`config.mk`:
```
export PLATFORM = sky130hd
export DESIGN_NAME = instr_stream_encoder
export DESIGN_NICKNAME = d
export VERILOG_FILES = /design/src/rtl/instr_stream_encoder.sv
export SDC_FILE = /design/constraint.sdc
export NUM_CORES = 1
export LEC_CHECK = 0
export ABC_AREA = 1
export ABC_CLOCK_PERIOD_IN_PS = 1900
export CORE_MARGIN = 1
export CORE_UTILIZATION = 47
export DETAILED_ROUTE_END_ITERATION = 16
export GPL_TIMING_DRIVEN = 0
export PLACE_DENSITY_LB_ADDON = 0.1
export SETUP_SLACK_MARGIN = 0.05
export SLEW_MARGIN = 25
export SYNTH_ARGS = -nofsm -noshare
export SYNTH_HDL_FRONTEND = slang
export SYNTH_SLANG_ARGS = --single-unit
```
`constraint.sdc`:
```
create_clock -name clk -period 1.9 [get_ports clk]
set_input_delay 0.285 -clock clk [delete_from_list [all_inputs] [get_ports clk]]
set_output_delay 0.285 -clock clk [all_outputs]
set_load 0.03 [all_outputs]
```
`src/rtl/instr_stream_encoder.sv`:
```
// instr_stream_encoder: packs decoded instruction fields into 16-bit words and
// streams them, with consecutive addresses, to an instruction-memory write port.
//
// Handshake: a bundle moves on in_valid & in_ready, a word moves on
// out_valid & out_ready; while out_valid is high and out_ready is low the
// out_data/out_addr/out_last outputs are held unchanged.
module instr_stream_encoder #(
  parameter int ADDR_W = 16
) (
  input  logic              clk,
  input  logic              reset_n,
  input  logic              in_valid,
  output logic              in_ready,
  input  logic [2:0]        in_group,
  input  logic [5:0]        in_opcode,
  input  logic [3:0]        in_ra,
  input  logic [3:0]        in_rb,
  input  logic [2:0]        in_rc,
  input  logic [15:0]       in_imm,
  input  logic              in_ra_pair,
  input  logic              in_rb_pair,
  input  logic              load_addr,
  input  logic [ADDR_W-1:0] load_value,
  output logic              out_valid,
  input  logic              out_ready,
  output logic [ADDR_W-1:0] out_addr,
  output logic [15:0]       out_data,
  output logic              out_last,
  output logic              err_group,
  output logic [1:0]        dbg_state
);

  typedef enum logic [1:0] {
    EMPTY = 2'd0,  // no word held
    W0    = 2'd1,  // single word, or first word of a g5 pair, held
    W1    = 2'd2   // g5 immediate word held
  } state_t;

  state_t            state_q, state_d;
  logic              g5_pending_q, g5_pending_d;
  logic [15:0]       imm_q, imm_d;
  logic              out_valid_q, out_valid_d;
  logic [ADDR_W-1:0] addr_q, addr_d;
  logic [15:0]       data_q, data_d;
  logic              last_q, last_d;
  logic              err_q, err_d;

  logic [3:0]  ra_f;
  logic [3:0]  rb_f;
  logic [15:0] word0;
  logic        known;
  logic        accept;
  logic        transfer;

  // Field encoding of the presented bundle (pair indices drop bit 3).
  always_comb begin
    ra_f  = in_ra_pair ? {in_ra[2:0], 1'b0} : in_ra;
    rb_f  = in_rb_pair ? {in_rb[2:0], 1'b0} : in_rb;
    word0 = 16'h0000;
    known = 1'b1;
    case (in_group)
      3'd1:    word0 = {1'b0, in_opcode[2:0], ra_f, in_imm[7:0]};
      3'd2:    word0 = {2'b10, in_opcode, ra_f, rb_f};
      3'd3:    word0 = {4'b1100, in_opcode[1:0], in_ra, in_rb[2:0], in_rc};
      3'd4:    word0 = {4'b1101, in_opcode[3:0], in_imm[7:0]};
      3'd5:    word0 = {4'b1110, 2'b00, in_opcode[2:0], ra_f, in_rb[2:0]};
      default: known = 1'b0;
    endcase
  end

  // Input acceptance: a new bundle may enter whenever the held word is the
  // last one of its instruction and is leaving this cycle.
  always_comb begin
    in_ready = (state_q == EMPTY) ||
               ((state_q == W0) && out_ready && !g5_pending_q) ||
               ((state_q == W1) && out_ready);
    accept   = in_valid && in_ready;
    transfer = out_valid_q && out_ready;
  end

  // Next-state and registered-output computation.
  always_comb begin
    state_d      = state_q;
    g5_pending_d = g5_pending_q;
    imm_d        = imm_q;
    out_valid_d  = out_valid_q;
    addr_d       = addr_q;
    data_d       = data_q;
    last_d       = last_q;
    err_d        = 1'b0;

    if (transfer) begin
      addr_d = addr_q + {{(ADDR_W-1){1'b0}}, 1'b1};
      if ((state_q == W0) && g5_pending_q) begin
        state_d      = W1;
        g5_pending_d = 1'b0;
        data_d       = imm_q;
        last_d       = 1'b1;
      end else begin
        state_d     = EMPTY;
        out_valid_d = 1'b0;
        last_d      = 1'b0;
      end
    end

    if (accept) begin
      if (known) begin
        state_d      = W0;
        out_valid_d  = 1'b1;
        data_d       = word0;
        last_d       = (in_group != 3'd5);
        g5_pending_d = (in_group == 3'd5);
        imm_d        = in_imm;
      end else begin
        err_d = 1'b1;
      end
    end else if ((state_q == EMPTY) && load_addr) begin
      addr_d = load_value;
    end
  end

  // State and output registers.
  always_ff @(posedge clk or negedge reset_n) begin
    if (!reset_n) begin
      state_q      <= EMPTY;
      g5_pending_q <= 1'b0;
      imm_q        <= 16'h0000;
      out_valid_q  <= 1'b0;
      addr_q       <= '0;
      data_q       <= 16'h0000;
      last_q       <= 1'b0;
      err_q        <= 1'b0;
    end else begin
      state_q      <= state_d;
      g5_pending_q <= g5_pending_d;
      imm_q        <= imm_d;
      out_valid_q  <= out_valid_d;
      addr_q       <= addr_d;
      data_q       <= data_d;
      last_q       <= last_d;
      err_q        <= err_d;
    end
  end

  assign out_valid = out_valid_q;
  assign out_addr  = addr_q;
  assign out_data  = data_q;
  assign out_last  = last_q;
  assign err_group = err_q;
  assign dbg_state = state_q;

endmodule

```
Word-level counts from Yosys, hierarchy flattened
Cells that the tools add are included.
- bits of input ports: 59
- flip-flop bits (word level): 54
- memory bits (read-only): 0
- memories kept: 0
- bits in writable memories: 0
- bits in latches: 0
- word-level logic and storage cells: 59
- output and inout bits: 38
- bitwise gates (word level): 0
- multiplexer cells: 29
- eq/ne operators: 8
- shifts and indexed selects: 0
- order comparisons: 0
- multipliers: 0
- add/subtract/negate cells: 1
- divide/modulo/power cells: 0
- reduce and logical (&&, ||, !) cells: 13
- operator list (cell ; count):
    $mux 16 ; 7
    $pmux 16 s5 ; 1
    $add 16x1->16 const B ; 1
    $mux 1 ; 15
    $mux 2 ; 4
    $mux 4 ; 2
    $logic_and 1x1->1 ; 7
    $eq 3x2->1 const B ; 2
    $eq 3x3->1 const B ; 2
    $reduce_or 5->1 ; 1
    $eq 3x1->1 const B ; 1
    $ne 3x3->1 const B ; 1
    $eq 2x1->1 const B ; 1
    $eq 2x2->1 const B ; 1
    $logic_not 2->1 ; 1
    $logic_or 1x1->1 ; 2
    $reduce_and 2->1 ; 1
    $logic_not 1->1 ; 1

Depth between registers and ports, before layout
Gate-level depths: netlist of the first run.
- depth in word-level cells: 7
- gate-level depth with buffers: 10
- depth with buffers taken out: 10

Worst setup path after synthesis of the first run
No wires, ideal clock.
- kind: flip-flop to flip-flop
- from: reg state_q[1], in the netlist dbg_state[1]
- to: reg data_q[8], in the netlist out_data[8]
- setup slack: 284 ps
- data arrival time: 1495 ps
- period minus slack after synthesis: 1616 ps
- data required time: 1779 ps
- buffers on the path: 1
- setup time: 121 ps
- cell stages (with the launch flop): 8
- cells stage by stage: dfrtp_1 > o21ai_1 > nand2_1 > nand2_1 > nand3_4 > buf_4 > o211ai_1 > nand2_1
- longest elaborated chain between the ends: 7
- elaborated cells between the ends (all ways): 14
- classes of those cells: eq/ne (2); mux (4); reduce/logical (8)
- ends and longest elaborated chain (element ; RTL line ; text):
    start: declaration ; 39 ; state_t state_q, state_d;
    start signal: assignment ; 134 ; state_q <= state_d;
    $eq 2x1->1 ; 75 ; ((state_q == W0) && out_ready && !g5_pending_q) ||
    $logic_and 1x1->1 (2 in series) ; 75 ;
    $logic_or 1x1->1 ; 74 ; in_ready = (state_q == EMPTY) ||
    $logic_or 1x1->1 (*) ; 75 ;
    net in_ready ; 13 ; output logic in_ready,
    $logic_and 1x1->1 (*) ; 77 ; accept = in_valid && in_ready;
    $mux 16 (*) ; 106 ; if (accept) begin
    net data_d[8] ; 44 ; logic [15:0] data_q, data_d;
    end signal: assignment ; 139 ; data_q <= data_d;
    end: declaration ; 44 ;
The timed path passes the listed nets; every way through them passes the cells marked *.
A chain may end at the register's enable or synchronous reset.

Worst setup path in the final report of the first run
- from: reg state_q[1], in the netlist dbg_state[1]
- to: out in_ready
- longest elaborated chain between the ends: 5
- elaborated cells between the ends (all ways): 8
- classes of those cells: eq/ne (2); reduce/logical (6)
- ends and longest elaborated chain (element ; RTL line):
    $eq 2x1->1 ; 75
    $logic_and 1x1->1 (2 in series) ; 75
    $logic_or 1x1->1 ; 74
    $logic_or 1x1->1 (*) ; 75
    end: declaration ; 13
Every way passes the cells marked *; elsewhere a longest branch is shown, timed or not.

==> metrics, run 1 <==
run status=completed; clock latency on the worst-skew pair=just over 0.3 ns; vias per inst=5.15; Seq/Total Area, Yosys=43.2%; final worst-path cycle share=between 90% and 100%; antenna cells=0; vias in the first global route=3042; Worst VDD drop=~0.00098 V; post-synthesis net count=477; Final Core Density=between 60% and 70%; Starting Density=~49%; sequential share of power=35.1%; setup TNS=0 ns; synth warn=0; Cell Int Power=3.28 mW; Syn Std Cell Area=around 3100 sq um; Synth Register Bits=54; clock sink count=54; post-synth top area share=between 40% and 50%; Cells after Synth=416; Sw Ratio=about 43%; DRC=0; drt pass-1 iters=4; startpoint types=flip-flop; area grow syn2layout=38.2%; syn_area_per_cell=7.53 sq um; clock-pin slew on the worst setup and hold paths=~0.10 ns; multiplexer share of the synthesized area=0%; leak pwr=roughly 2 nW; adder-cell share of the synthesized area=0.799%; Synth area leaders=dfrtp_1 43%, nand2_1 18%, inv_1 4.8%, o21ai_2 4.2%, o211ai_1 3.4%; Overflow after GRT=0; RSZ-0062 raised after global routing=false; Cell variety after synth=34; Setup violations, final=0; total power=about 5.8 mW; Critical Path Sink Type=primary output; critical path arrival=around 1.5 ns; Final min period=1.75 ns; gp weighted congestion=between 0.8 and 0.9; skew final=0.0117 ns; DRT iter0 DRCs=between 150 and 200; drt total wl=between 8000 and 9000 um; Max Slew Vio Count=0; largest net degree at the start of global routing=35; NetSw=roughly 2.5 mW; Root Buffer=clkbuf_8; critical path data required time=between 1.5 and 2 ns; max_cap viols=0; post-route insts no fill=~600; Inst Count DP=590; Die Area=6990 sq um; initial antenna violation count=0; largest family of logic cells by synthesized area=simple AND/OR/NAND/NOR gates; via count=slightly above 3k; first-pass GRT wire length=14000 um; DR WL/cell=approximately 14 um; Synth area leader=dfrtp_1; GRT Util Overall=between 20% and 30%; Final ANT Viol Nets=0; Synth Area in Simple Gates=between 20% and 30%; Num CTS Buffers=5; Comb pwr share=between 50% and 60%; Slew HR=about 69%; Max Buffers Root-to-Sink=2; Top-Level Pins=97; complex-gate fraction of the synthesized area=roughly 16%; critical path class=flip-flop to primary output; Fin Hold WS=0.404 ns; Worst-Margin Slew=roughly 0.47 ns; Rows=29; xor/xnor cell area share of the yosys netlist=~2.2%; Horiz. Die Dim=83.6 um; fill cell count=between 500 and 600; clock power share=a little over an eighth; CTS tree=done; final hold violations=0; Highest Clock Rate=between 500 and 600 MHz; Post-CTS Setup Bufs=0; PwrDens=about 1300 nW/um^2; layout net count=approximately 580; port bufs=96; Core Box Area=between 6000 and 7000 sq um; hpwl dp=between 6000 and 7000 um; Hold Path Class=input pin to async pin; worst-path maximum fanout=4; Die H=around 84 um; layout cell share with drive strength beyond 1=9.96%; H-tree levels=2
power groups by stage:
stage,combinational [mW],clock (mW),sequential (mW)
final,2.97,0.781,2.03
after global routing,3.20,0.846,2.09
after CTS,2.99,0.790,2.02
after detailed placement,2.98,0,2.04
after global placement,2.93,0,2.02
after floorplan,1.13,0,2.68
synthesized netlist by cell type:
library cell  count
nand2_1         148
dfrtp_1          54
inv_1            40
nor2_1           27
o21ai_0          21
nand3_1          18
o21ai_2          15
a21oi_1          14
o211ai_1         14
o21ai_1           9
nand4_1           7
xor2_1            6
buf_6             5
inv_2             5
buf_2             4
nor2_2            4
nor2_4            3
a22oi_1           2
ha_1              2
nand2_2           2
o21bai_1          2
xnor2_1           2
a211oi_1          1
buf_4             1
clkbuf_1          1
clkinv_1          1
inv_4             1
nand3_2           1
nand3_4           1
nand3b_1          1
nor3_1            1
o2111ai_1         1
or2_0             1
or2_2             1
per-layer routing:
metal,vias to the layer above,global-route usage [%],wire length [um]
met2,110,45.4,4270
met4,0,7.24,114
met5,-,0,0
li1,1554,-,-
met1,1410,30.2,3460
met3,13,4.25,516
path summary, 6_finish.rpt:
| path | start | endpoint | slack (ns) | cells after the start |
|---|---|---|---|---|
| min in group clk | imm_q[7]$_DFFE_PN0P_ | imm_q[7]$_DFFE_PN0P_ | 0.50 | 2 |
| worst min-delay path | reset_n | imm_q[4]$_DFFE_PN0P_ | 0.40 | 2 |
| max in group asynchronous | reset_n | out_addr[14]$_DFF_PN0_ | 1.02 | 3 |
| worst max register to register | out_addr[0]$_DFF_PN0_ | out_addr[14]$_DFF_PN0_ | 0.37 | 10 |
| worst max-delay path | dbg_state[1]$_DFF_PN0_ | in_ready | 0.15 | 4 |
| worst min register to register | imm_q[7]$_DFFE_PN0P_ | imm_q[7]$_DFFE_PN0P_ | 0.50 | 2 |
registers in the layout, summed over array words and instances (netlist names):
signal        count
out_addr         16
err_group         1
imm_q            16
dbg_state         2
out_valid         1
out_last          1
g5_pending_q      1
out_data         16
worst max-delay path: stages, from the launching register on:
cell and delay, ns:
dfrtp_1 0.43, o21ai_1 0.14, nand2_1 0.06, nand2_1 0.15, clkdlybuf4s15_1 0.39
placed cells by master, fill, tap and decap left out, types with 2 or more instances in the layout:
cell type	count
nor2_2	4
dfrtp_1	54
inv_1	40
buf_4	2
buf_2	4
nor2_1	27
o21ai_2	15
nand2_2	2
clkbuf_8	5
clkdlybuf4s50_1	94
a21oi_1	14
nand4_1	7
xnor2_1	2
a22oi_1	2
o21ai_1	9
nor2_4	3
inv_2	5
clkbuf_1	2
nand3_1	18
ha_1	2
o21bai_1	2
buf_6	5
xor2_1	6
o211ai_1	14
nand2_1	148
o21ai_0	21
stage by stage:
step / area (sq um) / setup WS [ns]
2_1_floorplan: 3130 / 0.284
3_3_place_gp: 4190 / -1.18
3_5_place_dp: 4210 / -0.0767
4_1_cts: 4320 / 0.100
5_1_grt: 4330 / 0.0702
6_report: 4330 / 0.146
cell families (layout without fill, tap and decap cells):
family / after synthesis / after routing
AO/OA/AOI/OAI: 79 / 79
XOR/XNOR: 8 / 8
adder cells (fa/ha/maj): 2 / 2
buffers and inverters: 58 / 164
flip-flops: 54 / 54
AND/OR/NAND/NOR: 215 / 215
layout make-up:
cell class                 instances  area (sq um)  area share, %
multi-input combinational        304          1510           35.0
timing repair buffer              98           988           22.9
sequential                        54          1350           31.2
inverter                          47           179           4.14
tap                               77          96.3           2.23
clock inverter                     2          37.5          0.868
buffer                            11          87.6           2.02
clock buffer                       6          72.6           1.68
timing repair:
| item | in CTS | in global routing |
|---|---|---|
| endpoints found under the hold margin | 20 | 0 |
| hold buffers | 1 | 0 |
| resized for setup | 1 | 1 |
| setup endpoints to repair | 1 | 1 |
| pin swaps | 0 | 0 |
(Power assumes the default switching activity.)
==> run 2, diff against run 1 <==
- HOLD_SLACK_MARGIN: not set -> 0.08
==> results of run 2 <==
Final layout, timing and power as in run 1 (identical DEF).
==> run 3, diff against run 2 <==
- CORE_ASPECT_RATIO: not set -> 1.2
==> run 3 against run 2 <==
  * Final area down 0.38%
  * Sequential power about the same
  * Critical endpoint is now out_addr[1]
  * Combinational power about the same
  * Power down 2.3%
  * Critical path type unchanged
  * Count of clock-buffer cells in the layout down 1
  * Via count up 0.19%
  * Sequential cell count unchanged
==> metrics, run 3 (same netlist as run 1, synthesis figures left out) <==
clock-pin slew on the worst setup and hold paths=0.10 ns (about the same); max incr delay on CP=0.71 ns (+0.28 ns); layout net count=582 (unchanged); Max Buffers Root-to-Sink=2 (unchanged); drt total wl=8600 um (+2.8%); final hold violations=0 (unchanged); RSZ-0062 raised after global routing=false; startpoint types=flip-flop; Worst-Margin Slew=0.504 ns (+0.0352 ns); area grow syn2layout=37.6%; skew final=0.0137 ns (+0.00202 ns); critical path class=flip-flop to primary output; Final Core Density=66.8% (-0.88 points); Max Slew Vio Count=0 (unchanged); CTS tree=done; vias in the first global route=3021 (-0.69%); critical path arrival=1.46 ns (about the same); Root Buffer=clkbuf_8; fill cell count=563 (-0.18%); initial antenna violation count=0 (unchanged); Critical Path Sink Type=primary output; worst-path maximum fanout=5 (+1); Die H=91.4 um (+9.3%); CP delay by family, top=buffers and inverters; final worst-path cycle share=91.6% (-0.68 points); leading cell type in the layout, fill and taps excluded=nand2_1; clock sink count=54 (unchanged); gp weighted congestion=0.929 (+4.9%); Post-Layout Inst Area=4310 sq um (-0.38%); Hold Path Class=input pin to async pin; Post-CTS Setup Bufs=0 (unchanged); Horiz. Die Dim=76.5 um (-8.5%); DRT iter0 DRCs=155 (-2.5%); vias per inst=5.10 (-0.96%); Inst Count DP=598 (+1.4%); port bufs=96 (unchanged); Cell Area, Placed=4220 sq um (+0.24%); setup TNS=0 ns (unchanged); most frequent cells in the layout=148 x nand2_1, 94 x clkdlybuf4s50_1, 54 x dfrtp_1; cells along the critical path=clkdlybuf4s50_1; largest net degree at the start of global routing=35 (unchanged); first-pass GRT wire length=14200 um (+1.8%); Setup violations, final=0 (unchanged); Slew HR=66.4% (-2.3 points); Core Box Area=6450 sq um (+0.94%); Final ANT Viol Nets=0 (unchanged); max_cap viols=0 (unchanged); DRC=0 (unchanged); drt pass-1 iters=4 (unchanged); Overflow after GRT=0 (unchanged); critical path data required time=1.62 ns (about the same); crit path buf inv count=1 (unchanged); Critical-path top delay cell=clkdlybuf4s50_1; via count=3093 (+0.19%); clock latency on the worst-skew pair=0.31 ns (about the same); Starting Density=48.6% (-0.46 points); layout cell share with drive strength beyond 1=9.98% (+0.019 points); Highest Clock Rate=574 MHz (+0.75%); Num CTS Buffers=5 (unchanged); Die Area=6990 sq um (about the same); Top-Level Pins=97 (unchanged); hpwl dp=6800 um (+8.0%); DR WL/cell=14.2 um (+1.6%); PwrDens=1310 nW/um^2 (-1.9%); H-tree levels=2 (unchanged); antenna cells=0 (unchanged); Worst VDD drop=0.000832 V (-15%); Rows=32 (+10%); Final min period=1.74 ns (-0.0130 ns); GRT Util Overall=25.8% (+0.80 points); run status=completed; Fin Hold WS=0.389 ns (-0.0145 ns); post-route insts no fill=606 (+1.2%); leak pwr=1.96 nW (-0.77%)
run 3: cell types whose count changed in the layout (fill, tap and decap cells not counted), sizes merged:
cell | previous run | this run
bufinv | 1 | 0
clkbuf | 7 | 6
clkinvlp | 1 | 2
run 3: power breakdown:
| part | internal [mW] | switching (mW) | total, mW |
|---|---|---|---|
| sequential | 1.65 | 0.367 | 2.01 |
| combinational | 1.24 | 1.75 | 3.00 |
| clock | 0.253 | 0.381 | 0.634 |
| total | 3.14 | 2.50 | 5.64 |
run 3: what timing repair did:
item | 4_1_cts | 5_1_grt
hold endpoints to repair | 20 | 0
hold buffers | 1 | 0
gates resized for setup | 1 | 1
endpoints found under the setup margin | 1 | 1
run 3: path summary, 6_finish.rpt:
path | start | to | slack [ns] | depth (start not counted)
worst min-delay path | reset_n | out_addr[0]$_DFF_PN0_ | 0.39 | 2
max in group asynchronous | reset_n | out_data[14]$_DFF_PN0_ | 1.03 | 3
worst max register to register | out_addr[0]$_DFF_PN0_ | out_addr[14]$_DFF_PN0_ | 0.37 | 10
worst min register to register | imm_q[7]$_DFFE_PN0P_ | imm_q[7]$_DFFE_PN0P_ | 0.52 | 2
min in group clk | load_value[13] | out_addr[13]$_DFF_PN0_ | 0.51 | 3
worst max-delay path | out_addr[1]$_DFF_PN0_ | out_addr[1] | 0.16 | 1
run 3: through the flow:
step | total power [mW] | worst slack [ns]
6_report | 5.64 | 0.159
5_1_grt | 5.98 | 0.0624
4_1_cts | 5.66 | 0.147
3_5_place_dp | 5.04 | -0.0637
3_3_place_gp | 4.95 | -1.14
2_1_floorplan | 3.81 | 0.284
run 3: layout make-up:
| type | count | area (sq um) | area share, % |
|---|---|---|---|
| plain buffers | 11 | 87.6 | 2.03 |
| clock buffers | 5 | 68.8 | 1.60 |
| clock inverters | 2 | 15.0 | 0.348 |
| inverters | 47 | 179 | 4.15 |
| multi-input cells | 304 | 1510 | 35.1 |
| flip-flops and latches | 54 | 1350 | 31.4 |
| well taps | 85 | 106 | 2.47 |
| repair buffers | 98 | 988 | 22.9 |
run 3: layer usage:
metal | vias up | track usage (%) | part of all wire [%] | wire [um]
met5 | - | 0 | 0 | 0
met4 | 0 | 8.01 | 1.9 | 162
met3 | 15 | 3.52 | 3.7 | 321
met2 | 97 | 46.4 | 51 | 4380
met1 | 1427 | 31.6 | 43 | 3730
li1 | 1554 | - | - | -
